### src/rtl/pll_reset_conditioner.sv
// Turns the asynchronous PLL lock flag into staged, flop-driven resets.
// Reset stages release low bit first once lock has been stable long enough.
module pll_reset_conditioner #(
  parameter int STABLE_CYCLES = 65536,
  parameter int STAGE_GAP     = 16,
  parameter int NUM_STAGES    = 2
) (
  input  logic                  clock,
  input  logic                  reset,
  input  logic                  pll_lock,
  output logic [NUM_STAGES-1:0] rst_out,
  output logic                  ready,
  output logic [7:0]            lock_loss_count
);

  localparam int SW = $clog2(STABLE_CYCLES + 1);
  localparam int GW = $clog2(STAGE_GAP + 1);
  localparam logic [SW-1:0] STABLE_LAST = SW'(STABLE_CYCLES - 1);
  localparam logic [GW-1:0] GAP_LAST    = GW'(STAGE_GAP - 1);

  typedef enum logic [1:0] {HOLD, STAGE, RUN} stateT;

  stateT                 r_state, w_stateNext;
  logic                  r_lockMeta, r_lockS;
  logic [SW-1:0]         r_stableCnt, w_stableCntNext;
  logic [GW-1:0]         r_gapCnt, w_gapCntNext;
  logic [NUM_STAGES-1:0] r_rstOut, w_rstOutNext, w_released;
  logic                  r_ready, w_readyNext;
  logic [7:0]            r_lossCnt, w_lossCntNext;

  always_ff @(posedge clock or posedge reset) begin
    if (reset) begin
      r_lockMeta <= 1'b0;
      r_lockS    <= 1'b0;
    end else begin
      r_lockMeta <= pll_lock;
      r_lockS    <= r_lockMeta;
    end
  end

  always_ff @(posedge clock or posedge reset) begin
    if (reset) begin
      r_state     <= HOLD;
      r_stableCnt <= '0;
      r_gapCnt    <= '0;
      r_rstOut    <= '1;
      r_ready     <= 1'b0;
      r_lossCnt   <= 8'd0;
    end else begin
      r_state     <= w_stateNext;
      r_stableCnt <= w_stableCntNext;
      r_gapCnt    <= w_gapCntNext;
      r_rstOut    <= w_rstOutNext;
      r_ready     <= w_readyNext;
      r_lossCnt   <= w_lossCntNext;
    end
  end

  // Reset bits are a thermometer: shifting left releases the lowest asserted bit.
  assign w_released = r_rstOut << 1;

  always_comb begin
    w_stateNext     = r_state;
    w_stableCntNext = r_stableCnt;
    w_gapCntNext    = r_gapCnt;
    w_rstOutNext    = r_rstOut;
    w_readyNext     = r_ready;
    w_lossCntNext   = r_lossCnt;
    if ((r_state != HOLD) && !r_lockS) begin
      w_stateNext     = HOLD;
      w_stableCntNext = '0;
      w_gapCntNext    = '0;
      w_rstOutNext    = '1;
      w_readyNext     = 1'b0;
      w_lossCntNext   = (r_lossCnt == 8'hFF) ? r_lossCnt : r_lossCnt + 8'd1;
    end else begin
      unique case (r_state)
        HOLD: begin
          if (!r_lockS) begin
            w_stableCntNext = '0;
          end else if (r_stableCnt == STABLE_LAST) begin
            w_stableCntNext = '0;
            w_gapCntNext    = '0;
            w_rstOutNext    = w_released;
            if (w_released == '0) begin
              w_stateNext = RUN;
              w_readyNext = 1'b1;
            end else begin
              w_stateNext = STAGE;
            end
          end else begin
            w_stableCntNext = r_stableCnt + SW'(1);
          end
        end
        STAGE: begin
          if (r_gapCnt == GAP_LAST) begin
            w_gapCntNext = '0;
            w_rstOutNext = w_released;
            if (w_released == '0) begin
              w_stateNext = RUN;
              w_readyNext = 1'b1;
            end
          end else begin
            w_gapCntNext = r_gapCnt + GW'(1);
          end
        end
        RUN: begin
          w_readyNext = 1'b1;
        end
        default: begin
          w_stateNext = HOLD;
        end
      endcase
    end
  end

  assign rst_out         = r_rstOut;
  assign ready           = r_ready;
  assign lock_loss_count = r_lossCnt;

endmodule

### config.mk
export PLATFORM = sky130hd
export DESIGN_NAME = pll_reset_conditioner
export DESIGN_NICKNAME = d
export VERILOG_FILES = /design/src/rtl/pll_reset_conditioner.sv
export SDC_FILE = /design/constraint.sdc
export NUM_CORES = 1
export LEC_CHECK = 0
export BUFFER_PORTS_ARGS = -buffer_cell sky130_fd_sc_hd__buf_2
export CAP_MARGIN = 20
export CORE_UTILIZATION = 40
export CTS_BUF_LIST = sky130_fd_sc_hd__clkbuf_8
export CTS_CLUSTER_DIAMETER = 150
export DETAILED_ROUTE_END_ITERATION = 10
export GPL_TIMING_DRIVEN = 0
export PLACE_DENSITY_LB_ADDON = 0.1
export SLEW_MARGIN = 20
export SYNTH_ARGS = -nofsm -noshare
export SYNTH_HDL_FRONTEND = slang
export SYNTH_SLANG_ARGS = --single-unit
### constraint.sdc
create_clock -name clock -period 3 [get_ports clock]
set_input_delay 0.75 -clock clock [delete_from_list [all_inputs] [get_ports clock]]
set_output_delay 0.75 -clock clock [all_outputs]
set_load 0.1 [all_outputs]
==> metrics.txt, run 1 <==
vias in the first global route 1548; Final Hold Viols 0; Worst-Margin Slew 0.659 ns; PD cells 408 mW/mm^2; reg2reg start r_stableCnt[0]$_DFFE_PP0P_; asr flop ratio synth 100%; CP peak stage delay 0.60 ns; # Post-CTS Setup Buffers 0; Yosys cell types 47; slowest cell on the critical path dfstp_2; Slew HR 55.4%; core area 0.00469 sq mm; hold_sp r_lockMeta$_DFF_PP0_; WP buf/inv 1; synthesized area per cell 9.83 sq um; worst skew pair latency 0.30 ns; die extent in x 71.8 um; P_leak 0.952 nW; Port Buffers 13; Pre-Repair DR Iteration Count 4; clock root cell clkbuf_8; initial drt markers 102; Hold-fix buffers, CTS 0; count leader, synth dfrtp_1; drt drc 0; hold endpoint r_lockS$_DFF_PP0_; WL final 4100 um; class of the worst hold path flop to flop; Setup-failing EPs final 0; die span in y 71.8 um; flops & latches, synth 37; Final ANT Viol Nets 0; Via-to-Cell Ratio 5.67; RSZ-0062 raised after global routing false; Syn-to-layout area delta 12.9%; crit path launch type flop; crit-path max FO 7; TritonCTS clock tree done; area leader, netlist dfrtp_1; R2R depth 7; Max Transition Viols Final 0; Routed wire per std cell 15.0 um; synthesized instance count 198; initial antenna violation count 0; CTS Buf Count 5; setup_tns 0 ns; Initial Util 41.5%; Crit path max-delay family flip-flops; All-Layer GR Usage 18.0%; first-pass GRT wire length 7090 um; Netlist Area Pre-Place 0.00195 sq mm; clk slew on worst S/H paths 0.09 ns; CTS max path bufs 2; Final Worst Setup Slack 0.912 ns; final worst path period share 69.6%; syn nets 204; Worst Setup Path Type flop to primary output; Top FF cell, synth dfrtp_1; clock skew 0.0125 ns; hpwl dp 2940 um; total number of vias 1553; die area 0.00515 sq mm; top cells by count, synth dfrtp_1 (35), nand2_1 (21), nor2_1 (15), xnor2_1 (11), nand3_1 (10); number of synthesized flops with an enable pin 0; sequential element share of the synthesized area 47.7%; CP Data Required Time 2.25 ns; critical path data arrival time 1.34 ns; largest net degree at the start of global routing 21; fraction of layout cells with a size suffix above 1 19.1%; element type at the critical path end primary output; post-CTS sizing 0; Reg-to-Reg End r_stableCnt[3]$_DFFE_PP0P_; flop2flop setup slack 0.93 ns; worst hold stages 0; status completed; site row count 25; main area contributors after synthesis dfrtp_1 (45%), xnor2_1 (4.9%), nand2_1 (4.0%); fin crit period 2.09 ns; IR drop worst, VDD 0.176 mV; final hold slack 0.351 ns; Diodes inserted 0; Finished Core Util 46.9%; Syn. warnings 0; Sink Count 37; fin nets 225; post-synth top area share 45.0%; pre-CTS setup slack 0.950 ns; grt ovf 0; gp weighted congestion 0.799; crit-path cells buf_2; fmax 0.479 GHz; # H-tree levels 2; Ports 14; Worst Setup SP rst_out[0]$_DFFE_PP1P_; Final Power 0.896 mW; MaxCap Viol Count 0
final cells by class:
type	instances	area (sq um)
fill	446	2490
multi-input combinational	147	950
sequential	37	928
timing repair buffer	14	92.6
clock buffer	5	68.8
tap	54	67.6
buffer	9	50.0
clock inverter	3	22.5
inverter	5	18.8
power by group:
part           switching (mW)  internal, mW  total [mW]  leakage, nW
sequential            0.00482         0.503       0.508        0.503
clock                   0.190         0.165       0.355       0.0481
combinational          0.0225        0.0112      0.0337        0.402
metal layers:
metal	share of wire, %	GRT usage, %	up-vias
li1	-	-	766
met1	48	23.1	767
met2	48	29.4	15
met3	2.7	4.36	5
met4	1.1	6.97	0
met5	0	0	-
metrics by stage:
stage          cell area (sq um)  cells
4_1_cts                     2200    274
3_5_place_dp                2110    266
2_1_floorplan               1950    198
5_1_grt                     2200    274
6_report                    2200    274
3_3_place_gp                2080    265
sequential cells by signal, summed over array words and instances, names as in the netlist:
name and cells:
lock_loss_count 8, r_gapCnt 5, r_lockMeta 1, r_lockS 1, r_stableCnt 17, r_state 2, ready 1, rst_out 2
how the worst max path moves through the flow:
stage / endpoint / cells past startpoint
finish: rst_out[0] / 1
global route: r_stableCnt[6]$_DFFE_PP0P_ / 7
CTS: rst_out[0] / 1
detailed placement: r_stableCnt[6]$_DFFE_PP0P_ / 7
global placement: r_gapCnt[1]$_DFFE_PP0P_ / 2
floorplan: lock_loss_count[5]$_DFFE_PP0P_ / 5
cells by family after synthesis:
kind of cell / count (synthesis) / share of synthesized area [%]
xor+xnor: 17 / 7.65
mux: 2 / 1.09
compound gates: 37 / 14.1
flops: 37 / 47.7
simple gates: 88 / 24.0
fa+ha+maj: 3 / 1.93
buf+inv: 14 / 3.53
layout by cell type (no fill, tap or decap), types with 3 or more instances in the layout:
cell type  instances
dfrtp_1           35
nand2_1           21
buf_2             17
nor2_1            15
xnor2_1           11
nand3_1           10
nand4_1            8
a21oi_1            8
nor3_1             7
xor2_1             6
o21ai_0            6
nor4_1             5
clkbuf_8           5
or2_2              4
inv_1              4
or4_1              3
clkbuf_1           3
or3_1              3
nand3b_1           3
ha_1               3
Note: power is estimated with default switching activity, not from simulation.
==> inputs of run 2 (changes only) <==
- clock period: 3 -> 1.9 ns (I/O delays scaled with it)
==> metrics.txt, run 2 (synthesis gave the netlist of run 1 again) <==
final hold slack 0.282 ns; crit-path max FO 8; initial drt markers 69; fin nets 230; status completed; P_leak 0.963 nW; sw power 0.349 mW; max FFs per register 17; site row count 25; vias in the first global route 1604; Pint 1.21 mW; # fillers 466; die area 0.00515 sq mm; Reg-to-Reg End r_gapCnt[4]$_DFFE_PP0P_; class of the worst hold path input pin to flop; Final Hold Viols 0; Setup-failing EPs final 0; IR drop worst, VDD 0.288 mV; MaxCap Viol Count 0; die extent in x 71.8 um; hold_sp pll_lock; Port Buffers 13; first-pass GRT wire length 7240 um; WL final 4120 um; core area 0.00469 sq mm; Hold-fix buffers, CTS 0; Syn-to-layout area delta 18.8%; Worst Setup SP r_stableCnt[16]$_DFFE_PP0P_; Finished Core Util 49.3%; Final ANT Viol Nets 0; Sink Count 37; critical path data arrival time 2.04 ns; initial antenna violation count 0; Slew HR 48.2%; setup_tns 0 ns; WP buf/inv 1; Comb power frac 3.8%; worst hold stages 1; Inst Count DP 265; CTS max path bufs 2; Worst Setup Path Type flop to flop; Worst-Margin Slew 0.776 ns; Pre-Repair DR Iteration Count 4; Sequential Area 948 sq um; Initial Util 41.5%; R2R depth 5; Routed wire per std cell 14.8 um; fin cells 279; clock skew 0.00605 ns; final worst path period share 97.6%; fraction of layout cells with a size suffix above 1 28.9%; # H-tree levels 2; most frequent cells in the layout dfrtp_1 (23), nand2_1 (21), nor2_1 (15), buf_2 (14), xnor2_1 (11); Clock power frac 44.8%; Via-to-Cell Ratio 5.52; PD cells 672 mW/mm^2; hpwl dp 2850 um; reg2reg start r_stableCnt[16]$_DFFE_PP0P_; pre-CTS setup slack -0.182 ns; clk slew on worst S/H paths 0.08 ns; Diodes inserted 0; Final Worst Setup Slack 0.0461 ns; CP peak stage delay 0.56 ns; total number of vias 1540; gp weighted congestion 0.823; Net Sw Frac 22.4%; most flop-heavy register r_stableCnt; Ports 14; Crit path max-delay family simple AND/OR/NAND/NOR gates; element type at the critical path end flop; commonest non-fill, non-tap cell in the layout dfrtp_1; largest net degree at the start of global routing 38; Max Transition Viols Final 0; drt drc 0; CP Data Required Time 2.09 ns; TritonCTS clock tree done; fin crit period 1.85 ns; hold endpoint r_lockMeta$_DFF_PP0_; slowest cell on the critical path or4_4; clock root cell clkbuf_8; flop2flop setup slack 0.05 ns; crit-path cells nand4b_1 -> or4_4 -> buf_6 -> o21a_4 -> o21a_1; crit path launch type flop; die span in y 71.8 um; All-Layer GR Usage 18.1%; area occupied by multi-input gates 988 sq um; grt ovf 0; CTS Buf Count 5; worst skew pair latency 0.29 ns; Seq pwr share 51.4%; fmax 0.539 GHz
run 2: changes by cell type in the layout (fill, tap and decap cells not counted), sizes merged:
| cell | previous run | this run |
|---|---|---|
| clkinvlp | 0 | 1 |
| buf | 20 | 25 |
| clkinv | 3 | 1 |
| bufinv | 0 | 1 |
run 2: metal layers:
layer | track usage (%) | up-vias | part of all wire (%)
li1 | - | 770 | -
met1 | 22.1 | 747 | 46
met2 | 30.4 | 17 | 49
met3 | 4.78 | 6 | 3.0
met4 | 7.19 | 0 | 1.6
met5 | 0 | - | 0
run 2: area by class of cell:
type                       instances  share of cell area [%]
inverter                           5                   0.811
tap                               54                    2.92
sequential                        37                    41.0
clock buffer                       5                    2.97
timing repair buffer              19                    4.76
buffer                             9                    2.81
multi-input combinational        147                    42.7
clock inverter                     3                    2.00
run 2: worst max-delay path by stage:
stage / endpoint / cells past startpoint
after global placement: r_stableCnt[9]$_DFFE_PP0P_ / 7
after floorplan: r_gapCnt[4]$_DFFE_PP0P_ / 6
after CTS: r_gapCnt[4]$_DFFE_PP0P_ / 6
after global routing: r_stableCnt[12]$_DFFE_PP0P_ / 6
final: r_gapCnt[4]$_DFFE_PP0P_ / 5
after detailed placement: r_stableCnt[3]$_DFFE_PP0P_ / 7
run 2: power groups by stage:
stage / combinational, mW / clock [mW] / sequential, mW
after floorplan: 0.0351 / 0 / 0.815
after global routing: 0.0683 / 0.739 / 0.800
after CTS: 0.0584 / 0.719 / 0.799
final: 0.0583 / 0.697 / 0.799
after detailed placement: 0.0485 / 0 / 0.817
after global placement: 0.0466 / 0 / 0.817
run 2: what timing repair did:
action                     in CTS  in global routing
gates cloned                    0                  0
setup endpoints to repair      17                 19
buffers inserted                3                  3
pin swaps                       1                  3
resized for setup               7                 10
run 2: per-stage QoR:
stage	power [mW]	instance area, sq um
detailed placement	0.866	2100
finish	1.55	2310
floorplan	0.850	1970
global placement	0.863	2100
global route	1.61	2310
CTS	1.58	2270
run 2: worst reg2reg max path: stages (launching register included):
cell,delay (ns)
dfrtp_1,0.43
nand4b_1,0.21
or4_4,0.56
buf_6,0.16
o21a_4,0.22
o21a_1,0.18
==> inputs of run 3 (changes only) <==
- CORE_UTILIZATION: 40 -> 55
==> metrics.txt, run 3 (synthesis gave the netlist of run 1 again) <==
TritonCTS clock tree done; die area 0.00378 sq mm; worst skew pair latency 0.28 ns; most flop-heavy register r_stableCnt; Port Buffers 13; die extent in x 61.5 um; CP peak stage delay 0.55 ns; class of the worst hold path input pin to flop; # fillers 301; Syn-to-layout area delta 14.7%; Routed wire per std cell 14.3 um; Sink Count 37; hpwl dp 2740 um; clock root cell clkbuf_8; die span in y 61.5 um; final worst path period share 97.0%; CTS max path bufs 2; PD cells 625 mW/mm^2; DP Area 0.00209 sq mm; Max Transition Viols Final 0; Slew HR 49.8%; max FFs per register 17; Pre-Repair DR Iteration Count 6; Finished Core Util 66.4%; critical path data arrival time 2.00 ns; site row count 21; Setup-failing EPs final 0; RSZ-0062 raised after global routing true; Hold-fix buffers, CTS 0; fin crit period 1.84 ns; Worst Setup Path Type flop to flop; element type at the critical path end flop; crit path launch type flop; largest net degree at the start of global routing 38; met2 routed WL 1940 um; Worst-Margin Slew 0.752 ns; grt ovf 0; Via-to-Cell Ratio 5.82; top sig layer met4; All-Layer GR Usage 22.7%; commonest non-fill, non-tap cell in the layout dfrtp_1; fmax 0.543 GHz; fin area 0.00223 sq mm; clk slew on worst S/H paths 0.07 ns; slowest cell on the critical path or4_4; total number of vias 1566; setup_tns 0 ns; first-pass GRT wire length 6300 um; WL final 3850 um; Final ANT Viol Nets 0; Ports 14; most frequent cells in the layout dfrtp_1 (26), nand2_1 (21), buf_2 (16), nor2_1 (15), xnor2_1 (11); gp weighted congestion 0.815; Final Hold Viols 0; core area 0.00336 sq mm; crit-path cells nand4_1 -> or4_4 -> buf_6 -> o311ai_1 -> o41ai_1; clock skew 0.00716 ns; # H-tree levels 2; IR drop worst, VDD 0.587 mV; initial drt markers 55; Initial Util 57.9%; crit-path max FO 8; MaxCap Viol Count 0; Diodes inserted 0; fraction of layout cells with a size suffix above 1 25.1%; fin nets 228; Routed met3 length 94 um; vias in the first global route 1476; initial antenna violation count 0; CP Data Required Time 2.05 ns; P_leak 0.957 nW; CTS Buf Count 5; status completed; flop2flop setup slack 0.06 ns; met1 wire length 1790 um; final hold slack 0.301 ns; drt drc 0
run 3: cell types whose count changed in the layout (fill, tap and decap cells not counted), moves of 2 or more:
cell,previous run,this run
dfrtp_2,10,7
buf_4,8,4
dfrtp_1,23,26
inv_1,4,6
buf_2,14,16
run 3: power by group:
group / internal, mW / switching [mW] / total [mW]
registers: 0.795 / 0.00518 / 0.800
logic: 0.0175 / 0.0376 / 0.0552
clock network: 0.285 / 0.255 / 0.540
total: 1.10 / 0.298 / 1.39
run 3: worst paths after layout:
kind	start	endpoint	depth (start not counted)
setup / recovery	r_stableCnt[4]$_DFFE_PP0P_	r_gapCnt[3]$_DFFE_PP0P_	5
hold / removal	pll_lock	r_lockMeta$_DFF_PP0_	1
setup reg to reg	r_stableCnt[4]$_DFFE_PP0P_	r_gapCnt[3]$_DFFE_PP0P_	5
hold reg to reg	r_lockMeta$_DFF_PP0_	r_lockS$_DFF_PP0_	0
max in group asynchronous	reset	lock_loss_count[0]$_DFFE_PP0P_	2
min in group asynchronous	reset	r_stableCnt[9]$_DFFE_PP0P_	2
run 3: final cells by class:
type	count	area, sq um	share of cell area (%)
Multi-Input combinational cell	147	967	43.3
Sequential cell	37	945	42.3
Timing Repair Buffer	17	95.1	4.26
Clock buffer	6	82.6	3.70
Buffer	9	60.1	2.69
Tap cell	46	57.6	2.58
Inverter	5	18.8	0.840
Clock inverter	2	7.51	0.336
run 3: critical path: cells and delay by family (launching register included):
family	cells	cell delay, ns
DFF	1	0.41
AOI/OAI and AO/OA	2	0.37
and+or+nand+nor	2	0.77
buffers and inverters	1	0.15
run 3: stage by stage:
step / power, mW / instances / setup WS (ns)
after floorplan: 0.850 / 198 / 0.0475
after detailed placement: 0.865 / 257 / -0.125
final: 1.39 / 269 / 0.0567
after global placement: 0.862 / 257 / -0.0842
after global routing: 1.46 / 269 / -0.0420
after CTS: 1.42 / 267 / 0.0377
run 3: metal layers:
layer	vias up	track usage [%]
met3	4	5.67
met1	768	28.3
met2	25	39.5
li1	769	-
met5	-	0
met4	0	6.03
run 3: what timing repair did:
action | in CTS | in global routing
pin swaps | 1 | 1
endpoints found under the setup margin | 16 | 19
buffers inserted | 2 | 2
resized for setup | 4 | 3
